===== config.mk =====
export PLATFORM = sky130hd
export DESIGN_NAME = softex_slot_regfile
export DESIGN_NICKNAME = d
export VERILOG_FILES = /design/src/rtl/softex_pkg.sv /design/src/rtl/softex_slot_regfile_lzc.sv /design/src/rtl/softex_slot_regfile.sv
export SDC_FILE = /design/constraint.sdc
export NUM_CORES = 2
export LEC_CHECK = 0
export ABC_AREA = 1
export CORE_MARGIN = 4
export CORE_UTILIZATION = 53
export CTS_BUF_LIST = sky130_fd_sc_hd__clkbuf_2 sky130_fd_sc_hd__clkbuf_4 sky130_fd_sc_hd__clkbuf_8
export DETAILED_ROUTE_END_ITERATION = 6
export GPL_TIMING_DRIVEN = 0
export PLACE_DENSITY = 0.78
export SLEW_MARGIN = 20
export SYNTH_ARGS = -nofsm -noshare
export SYNTH_HDL_FRONTEND = slang
export SYNTH_SLANG_ARGS = --single-unit

===== constraint.sdc =====
create_clock -name clk_i -period 13.1 [get_ports clk_i]
set_input_delay 2.62 -clock clk_i [delete_from_list [all_inputs] [get_ports clk_i]]
set_output_delay 2.62 -clock clk_i [all_outputs]
set_load 0.01 [all_outputs]

===== src/rtl/softex_pkg.sv =====
// Shared types and constants for the Softex softmax accelerator.
// This file holds the slot register file types, the slot response record and the slot initialisation helper.
package softex_pkg;

  localparam int unsigned SLOT_ADDR_BITS  = 8;
  localparam int unsigned NUM_LANES       = 4;
  localparam int unsigned WIDTH_IN        = 16;
  localparam int unsigned WIDTH_ACC       = 32;
  localparam int unsigned N_SLOTS_DEFAULT = 4;

  // -inf in FP16ALT, so the first real maximum always wins.
  localparam logic [WIDTH_IN-1:0] SLOT_MAX_INIT = 16'hFF80;

  typedef logic [SLOT_ADDR_BITS-1:0]             slot_addr_t;
  typedef logic [NUM_LANES-1:0][WIDTH_IN-1:0]    lane_max_t;
  typedef logic [NUM_LANES-1:0][WIDTH_ACC-1:0]   lane_den_t;

  typedef enum logic {
    SLOT_REQ_ALLOC = 1'b0,
    SLOT_REQ_LOAD  = 1'b1
  } slot_req_kind_e;

  typedef enum logic {
    SLOT_UPD_UPDATE = 1'b0,
    SLOT_UPD_FREE   = 1'b1
  } slot_upd_kind_e;

  typedef struct packed {
    lane_max_t maximum;
    lane_den_t denominator;
    logic      valid;
  } slot_t;

  typedef struct packed {
    slot_req_kind_e op;
    slot_addr_t     addr;
  } slot_req_op_t;

  typedef struct packed {
    slot_upd_kind_e op;
    slot_addr_t     addr;
    lane_max_t      maximum;
    lane_den_t      denominator;
  } slot_update_op_t;

  typedef struct packed {
    slot_t      slot;
    slot_addr_t addr;
    logic       err;
  } slot_rsp_t;

  function automatic slot_t slot_init();
    slot_t s;
    s = '0;
    for (int l = 0; l < int'(NUM_LANES); l++) begin
      s.maximum[l] = SLOT_MAX_INIT;
    end
    s.valid = 1'b1;
    return s;
  endfunction

endpackage


===== src/rtl/softex_slot_regfile_lzc.sv =====
// Leading/trailing zero counter (MODE=0: trailing).
// empty_o is high when no bit of in_i is set.
module softex_slot_regfile_lzc #(
  parameter int unsigned WIDTH = 4,
  parameter bit          MODE  = 1'b0,
  localparam int unsigned CNT_W = (WIDTH > 1) ? $clog2(WIDTH) : 1
) (
  input  logic [WIDTH-1:0] in_i,
  output logic [CNT_W-1:0] cnt_o,
  output logic             empty_o
);

  // Scan from the far end so the position closest to the counted end wins.
  always_comb begin
    cnt_o   = '0;
    empty_o = 1'b1;
    for (int i = int'(WIDTH) - 1; i >= 0; i--) begin
      if ((MODE == 1'b0) ? in_i[i] : in_i[int'(WIDTH) - 1 - i]) begin
        cnt_o   = CNT_W'(i);
        empty_o = 1'b0;
      end
    end
  end

endmodule


===== src/rtl/softex_slot_regfile.sv =====
// Slot register file holding per-row running softmax statistics (lane maxima, denominators).
// ALLOC/LOAD requests get a registered response; UPDATE/FREE apply on the edge with no backpressure.
module softex_slot_regfile
  import softex_pkg::*;
#(
  parameter int unsigned  N_SLOTS = N_SLOTS_DEFAULT,
  localparam int unsigned IDX_W   = (N_SLOTS > 1) ? $clog2(N_SLOTS) : 1
) (
  input  logic                      clk_i,
  input  logic                      rst_ni,
  input  logic                      clear_i,
  input  logic                      req_valid_i,
  output logic                      req_ready_o,
  input  slot_req_op_t              req_op_i,
  output logic                      rsp_valid_o,
  input  logic                      rsp_ready_i,
  output slot_t                     rsp_slot_o,
  output logic [SLOT_ADDR_BITS-1:0] rsp_addr_o,
  output logic                      rsp_err_o,
  input  logic                      update_valid_i,
  input  slot_update_op_t           update_op_i,
  output logic                      upd_err_o,
  output logic                      full_o,
  output logic [IDX_W:0]            n_used_o
);

  logic [N_SLOTS-1:0] valid_q;
  lane_max_t          max_q [N_SLOTS];
  lane_den_t          den_q [N_SLOTS];
  logic               upd_err_q;
  logic               rsp_valid_q;
  slot_rsp_t          rsp_q;

  logic [N_SLOTS-1:0] upd_sel;
  logic [N_SLOTS-1:0] ld_sel;
  logic               upd_hit;
  logic               upd_fire;
  logic               req_fire;
  logic               alloc_fire;
  logic               bypass;
  logic               ld_hit;
  lane_max_t          ld_max;
  lane_den_t          ld_den;
  logic [IDX_W-1:0]   free_idx;
  logic               no_free;
  slot_rsp_t          rsp_d;
  logic [IDX_W:0]     n_used;

  // One-hot address decode; an all-zero vector means the address is out of range.
  for (genvar gi = 0; gi < N_SLOTS; gi++) begin : g_dec
    assign upd_sel[gi] = (update_op_i.addr == SLOT_ADDR_BITS'(gi));
    assign ld_sel[gi]  = (req_op_i.addr == SLOT_ADDR_BITS'(gi));
  end

  softex_slot_regfile_lzc #(
    .WIDTH (N_SLOTS),
    .MODE  (1'b0)
  ) i_first_free (
    .in_i    (~valid_q),
    .cnt_o   (free_idx),
    .empty_o (no_free)
  );

  assign req_ready_o = !rsp_valid_q || rsp_ready_i;
  assign req_fire    = req_valid_i && req_ready_o && !clear_i;
  assign upd_fire    = update_valid_i && !clear_i;
  assign upd_hit     = |(upd_sel & valid_q);
  assign alloc_fire  = req_fire && (req_op_i.op == SLOT_REQ_ALLOC) && !no_free;
  assign bypass      = upd_fire && upd_hit && (update_op_i.addr == req_op_i.addr);

  // LOAD read path; a same-cycle hit from the update port overrides storage.
  always_comb begin
    ld_max = '0;
    ld_den = '0;
    for (int i = 0; i < int'(N_SLOTS); i++) begin
      if (ld_sel[i]) begin
        ld_max = max_q[i];
        ld_den = den_q[i];
      end
    end
    ld_hit = |(ld_sel & valid_q);
    if (bypass) begin
      if (update_op_i.op == SLOT_UPD_FREE) begin
        ld_hit = 1'b0;
      end else begin
        ld_max = update_op_i.maximum;
        ld_den = update_op_i.denominator;
      end
    end
  end

  always_comb begin
    rsp_d = '0;
    if (req_op_i.op == SLOT_REQ_ALLOC) begin
      if (no_free) begin
        rsp_d.err = 1'b1;
      end else begin
        rsp_d.slot = slot_init();
        rsp_d.addr = SLOT_ADDR_BITS'(free_idx);
      end
    end else begin
      rsp_d.addr = req_op_i.addr;
      if (ld_hit) begin
        rsp_d.slot.maximum     = ld_max;
        rsp_d.slot.denominator = ld_den;
        rsp_d.slot.valid       = 1'b1;
      end else begin
        rsp_d.err = 1'b1;
      end
    end
  end

  // Storage and valid bits. An update only touches a valid slot and ALLOC only
  // picks a slot that was invalid before this edge, so the two never collide.
  always_ff @(posedge clk_i) begin
    if (!rst_ni) begin
      valid_q   <= '0;
      upd_err_q <= 1'b0;
    end else if (clear_i) begin
      valid_q   <= '0;
      upd_err_q <= 1'b0;
    end else begin
      if (update_valid_i) begin
        if (!upd_hit) begin
          upd_err_q <= 1'b1;
        end
        for (int i = 0; i < int'(N_SLOTS); i++) begin
          if (upd_sel[i] && valid_q[i]) begin
            if (update_op_i.op == SLOT_UPD_FREE) begin
              valid_q[i] <= 1'b0;
            end else begin
              max_q[i] <= update_op_i.maximum;
              den_q[i] <= update_op_i.denominator;
            end
          end
        end
      end
      if (alloc_fire) begin
        for (int i = 0; i < int'(N_SLOTS); i++) begin
          if (free_idx == IDX_W'(i)) begin
            valid_q[i] <= 1'b1;
            max_q[i]   <= {NUM_LANES{SLOT_MAX_INIT}};
            den_q[i]   <= '0;
          end
        end
      end
    end
  end

  always_ff @(posedge clk_i) begin
    if (!rst_ni) begin
      rsp_valid_q <= 1'b0;
      rsp_q       <= '0;
    end else if (clear_i) begin
      rsp_valid_q <= 1'b0;
    end else if (req_fire) begin
      rsp_valid_q <= 1'b1;
      rsp_q       <= rsp_d;
    end else if (rsp_ready_i) begin
      rsp_valid_q <= 1'b0;
    end
  end

  always_comb begin
    n_used = '0;
    for (int i = 0; i < int'(N_SLOTS); i++) begin
      n_used = n_used + (IDX_W+1)'(valid_q[i]);
    end
  end

  assign rsp_valid_o = rsp_valid_q;
  assign rsp_slot_o  = rsp_q.slot;
  assign rsp_addr_o  = rsp_q.addr;
  assign rsp_err_o   = rsp_q.err;
  assign upd_err_o   = upd_err_q;
  assign full_o      = no_free;
  assign n_used_o    = n_used;

endmodule


After elaboration in Yosys (flattened, before gate mapping)
Memory sizes are Yosys's and may differ from the RTL's. Cells that the tools add are included.

Register bits after elaboration: 208. Output and inout bits: 209. Memories kept: 2. Memory bits (writable): 768.

Multiplexer cells: 92. Equality and inequality tests: 10. $add $sub $neg: 3. Reductions and logical operators: 24. Bitwise gates (word level): 15.

Memory list: den_q (depth 4, bits a word 128, read ports 4, clocked after memory_dff 0, wr ports 4, RTL line softex_slot_regfile.sv:29) `lane_den_t den_q [N_SLOTS];`; max_q (depth 4, bits a word 64, read ports 4, clocked after memory_dff 0, wr ports 4, RTL line softex_slot_regfile.sv:28) `lane_max_t max_q [N_SLOTS];`.

Operators with widths (count): $mux 128 (10); $mux 64 (10); $mux 202 (1); $mux 201 (1); $mux 193 (1); $mux 1 (63); $eq 8x2->1 const B (4); $eq 8x1->1 const B (2); $logic_not 8->1 (2); $logic_and 1x1->1 (11); $and 4x4->4 (2); $eq 8x8->1 (1); $mux 2 (4); $mux 4 (2); $or 1x1->1 (8); $reduce_or 4->1 (2); $eq 2x2->1 const B (2); $not 1->1 (4); $not 4->4 (1); $reduce_and 2->1 (2); $add 2x1->3 (1); $add 3x1->3 (1); $logic_not 1->1 (3); $add 1x1->2 (1); other kinds (5) (5).

Longest topological paths before layout
Word-level depth: 12. Mapped depth: 15.

Modules after synthesis
Synthesis repeated with hierarchy kept, for this count alone.

Cell total of the unflattened synthesis: 5642. Area total of the unflattened synthesis: 41962.7 sq um.

Modules (own cells, without submodules): softex_slot_regfile (sequential area each 21460.6 sq um, cells each 5634, area an instance 41927.7 sq um, times used 1); softex_slot_regfile_lzc (sequential area each 0.0 sq um, cells each 8, area an instance 35.0 sq um, times used 1).

Least setup slack after synthesis
OpenSTA, ideal clock, no wires.

Kind: input port to flip-flop. From: input req_valid_i. To: memory den_q[3][0] in the netlist's numbering, enable pin. Stages: 8. Library setup time: 813 ps. Arrival time: 12825 ps. Data required time: 12287 ps. Setup slack: -538 ps. Cells stage by stage: inv_1 > nor3_1 > inv_2 > nor2_1 > nand3_1 > nor2_1 > inv_1 > o22ai_1.

RTL lines: start, declared (RTL line softex_slot_regfile.sv:12) `input logic req_valid_i,`; end, declared (RTL line softex_slot_regfile.sv:29).

Final worst setup path
From: input rsp_ready_i. To: output req_ready_o.

Cells in the longest elaborated chain, start to end: 1.

Ends and longest elaborated chain: start, declared (RTL line softex_slot_regfile.sv:16) `input logic rsp_ready_i,`; $logic_or 1x1->1 (RTL line softex_slot_regfile.sv:64) `assign req_ready_o = !rsp_valid_q || rsp_ready_i;`; end, declared (RTL line softex_slot_regfile.sv:13) `output logic req_ready_o,`.

No other way between the ends.

==> reports/results.ini <==
[status]
status = finished clean

[sta]
skew_ns = 0.0423
hold_viol = 0
fin_setup_tns_ns = 0
slew_headroom_pct = 20.7
tightestPinTransition_ns = 1.19
rsz0062_at_grt = no
finalCriticalPeriod_ns = 6.36
fin_crit_sh_pct = 48.5
slew_viol_final = 0
finalWorstSetupSlack_ns = 6.74
setup_viol = 0
max_freq_mhz = 157

[synthesis]
ys_warn_count = 0
ys_ff_latch = 976
async_flop_share_pct = 0
seq_area_frac_synth_pct = 50.7
syn-instance-count = 5722
synthesis.area_sq_um = 42400
postSynthAreaPerCell_sq_um = 7.40
synth-edff-count = 192
synthesis.nets = 5941
synth_cell_types = 37
ys.flop_type = dfxtp_1

[die]
core_area_sq_um = 79100
floorplan.rows = 103
io_pins = 425
dieWidth_microns = 291
start_util_pct = 53.5
die_area_sq_um = 84500
dieHeight_microns = 291

[final_layout]
layout_common_cells = nand2_1 (2,141), a21oi_1 (840), dfxtp_1 (784), clkdlybuf4s50_1 (423), nand3_1 (406)
layout.nets = 6539
final_cell_area_sq_um = 51700
regArea_sq_um = 21500
n_fill_cell = 6919
syn_to_final_growth_pct = 22.1
layout_commonest_cell = nand2_1
drive_gt1_share_pct = 10.4
multi_input_area_sq_um = 17900

[routing]
dr.max_layer_used = met5
dr_wl_met3_microns = 15600
vias_per_cell = 5.59
drt_pass1_iterations = 7
num_vias = 42000
dr.first_iter.drc_count = 4456
drc = 0
postRouteAntennaNets = 0
wire_per_inst_microns = 19.9
routed_wl_microns = 150000
dr_wl_met2_microns = 67500
wl_met1_microns = 58600

[global_routing]
antenna_found_initial = 27
grtUsageTotal_pct = 33.9
grt_pass1_vias = 39600
grt_max_degree = 24
grt-ovfl-total = 0
grt_pass1_wl_microns = 227000

[clock_network]
cts_hold_buf = 0
postCtsSetupRepairBufs = 0
cts_buffer_depth = 3
cts-htree-levels = 4
cts-resized-gates = 0
numCtsBuffers = 161
clk_pin_slew_ns = 0.05
clock_latency_ns = 0.83
cts_tree = yes
root_buffer = clkbuf_8
cts_sinks = 976

[place]
io_buffers = 423
preCtsSetupSlack_ns = 6.74
placed_cell_area_sq_um = 48200
place.gp.congestion = 0.934
dp_hpwl_microns = 107000

[critical_path]
critPathCaptureType = output pin
worst-path-max-fanout = 2
worst_setup_path_start_kind = primary input
critPathKind = in -> out
critPathRequiredTime_ns = 10.48
arrival_ns = 3.74

[power]
power_density_nw_per_um2 = 120
irDropWorstVdd_v = 0.0000736
leakagePower_nw = 21.3

[worst_hold_path]
hp-class = reg -> reg

[job]
cap_violations = 0

-- cells in the mapped netlist, types with 4 or more instances --
master | instances | area [sq um]
nand3_1 | 406 | 2030
buf_2 | 153 | 766
nand2_1 | 2141 | 8040
buf_8 | 10 | 150
edfxtp_1 | 192 | 5770
nor2_1 | 320 | 1200
nor2_2 | 104 | 651
a21oi_1 | 840 | 4200
o21ai_0 | 40 | 200
clkbuf_1 | 217 | 815
o211ai_1 | 108 | 811
buf_4 | 14 | 105
nand4_1 | 4 | 25.0
buf_1 | 27 | 101
inv_1 | 253 | 950
inv_2 | 18 | 67.6
a21oi_2 | 65 | 569
dfxtp_1 | 784 | 15700
-- worst max-delay path, cell delays in order --
cell and delay, ns:
clkdlybuf4s50_1 0.46, nor2_1 0.05, inv_1 0.07, clkdlybuf4s50_1 0.54
-- layout make-up --
| cell class | instances | share of cell area, % |
|---|---|---|
| Inverter | 272 | 1.97 |
| Tap cell | 1050 | 2.54 |
| Multi-Input combinational cell | 4051 | 34.7 |
| Timing Repair Buffer | 435 | 8.77 |
| Buffer | 423 | 3.79 |
| Clock buffer | 262 | 6.17 |
| Sequential cell | 976 | 41.5 |
| Clock inverter | 34 | 0.527 |
| Antenna cell | 17 | 0.0822 |
-- registers in the layout, summed over array words and instances (netlist names) --
| register | flops |
|---|---|
| valid_q | 4 |
| upd_err_o | 1 |
| rsp_err_o | 1 |
| rsp_addr_o | 8 |
| rsp_valid_o | 1 |
| rsp_slot_o | 193 |
| max_q | 256 |
| den_q | 512 |
-- power by group --
group | total [mW] | internal [mW] | switching (mW)
clock network | 2.86 | 1.60 | 1.26
registers | 3.09 | 3.08 | 0.00979
logic | 0.267 | 0.103 | 0.165
-- per-stage QoR --
| stage | std cells | util [%] | total power [mW] | hold slack [ns] |
|---|---|---|---|---|
| 5_1_grt | 7509 | 65.4 | 6.38 | 0.474 |
| 3_5_place_dp | 7207 | 61.0 | 3.41 | 0.452 |
| 4_1_cts | 7503 | 65.3 | 6.22 | 0.461 |
| 2_1_floorplan | 5722 | - | 3.24 | 0.440 |
| 3_3_place_gp | 7195 | 60.6 | 3.41 | 0.447 |
| 6_report | 7520 | 65.4 | 6.22 | 0.460 |
-- layer usage --
metal / up-vias / global-route usage, %
met5: - / 0
met4: 20 / 17.2
met3: 439 / 8.41
met2: 2214 / 53.9
met1: 19600 / 43.1
li1: 19700 / -
-- cells by family (layout without fill, tap and decap cells) --
| group | count (synthesis) | in the layout | synth area share [%] |
|---|---|---|---|
| other cells | 0 | 17 | 0 |
| compound gates | 1058 | 1058 | 13.7 |
| xor+xnor | 2 | 2 | 0.0414 |
| simple gates | 2988 | 2988 | 28.4 |
| flops | 976 | 976 | 50.7 |
| fa+ha+maj | 3 | 3 | 0.106 |
| buf+inv | 695 | 1426 | 7.03 |
-- worst paths after layout --
check                                    start             end  slack, ns  cells past startpoint
worst max register to register     rsp_valid_o    max_q[3][54]       9.71                     13
worst min register to register  rsp_slot_o[22]  rsp_slot_o[22]       0.46                      2
worst min-delay path            rsp_slot_o[22]  rsp_slot_o[22]       0.46                      2
worst max-delay path               rsp_ready_i     req_ready_o       6.74                      4
No activity file was read; power rests on OpenSTA's default activity.
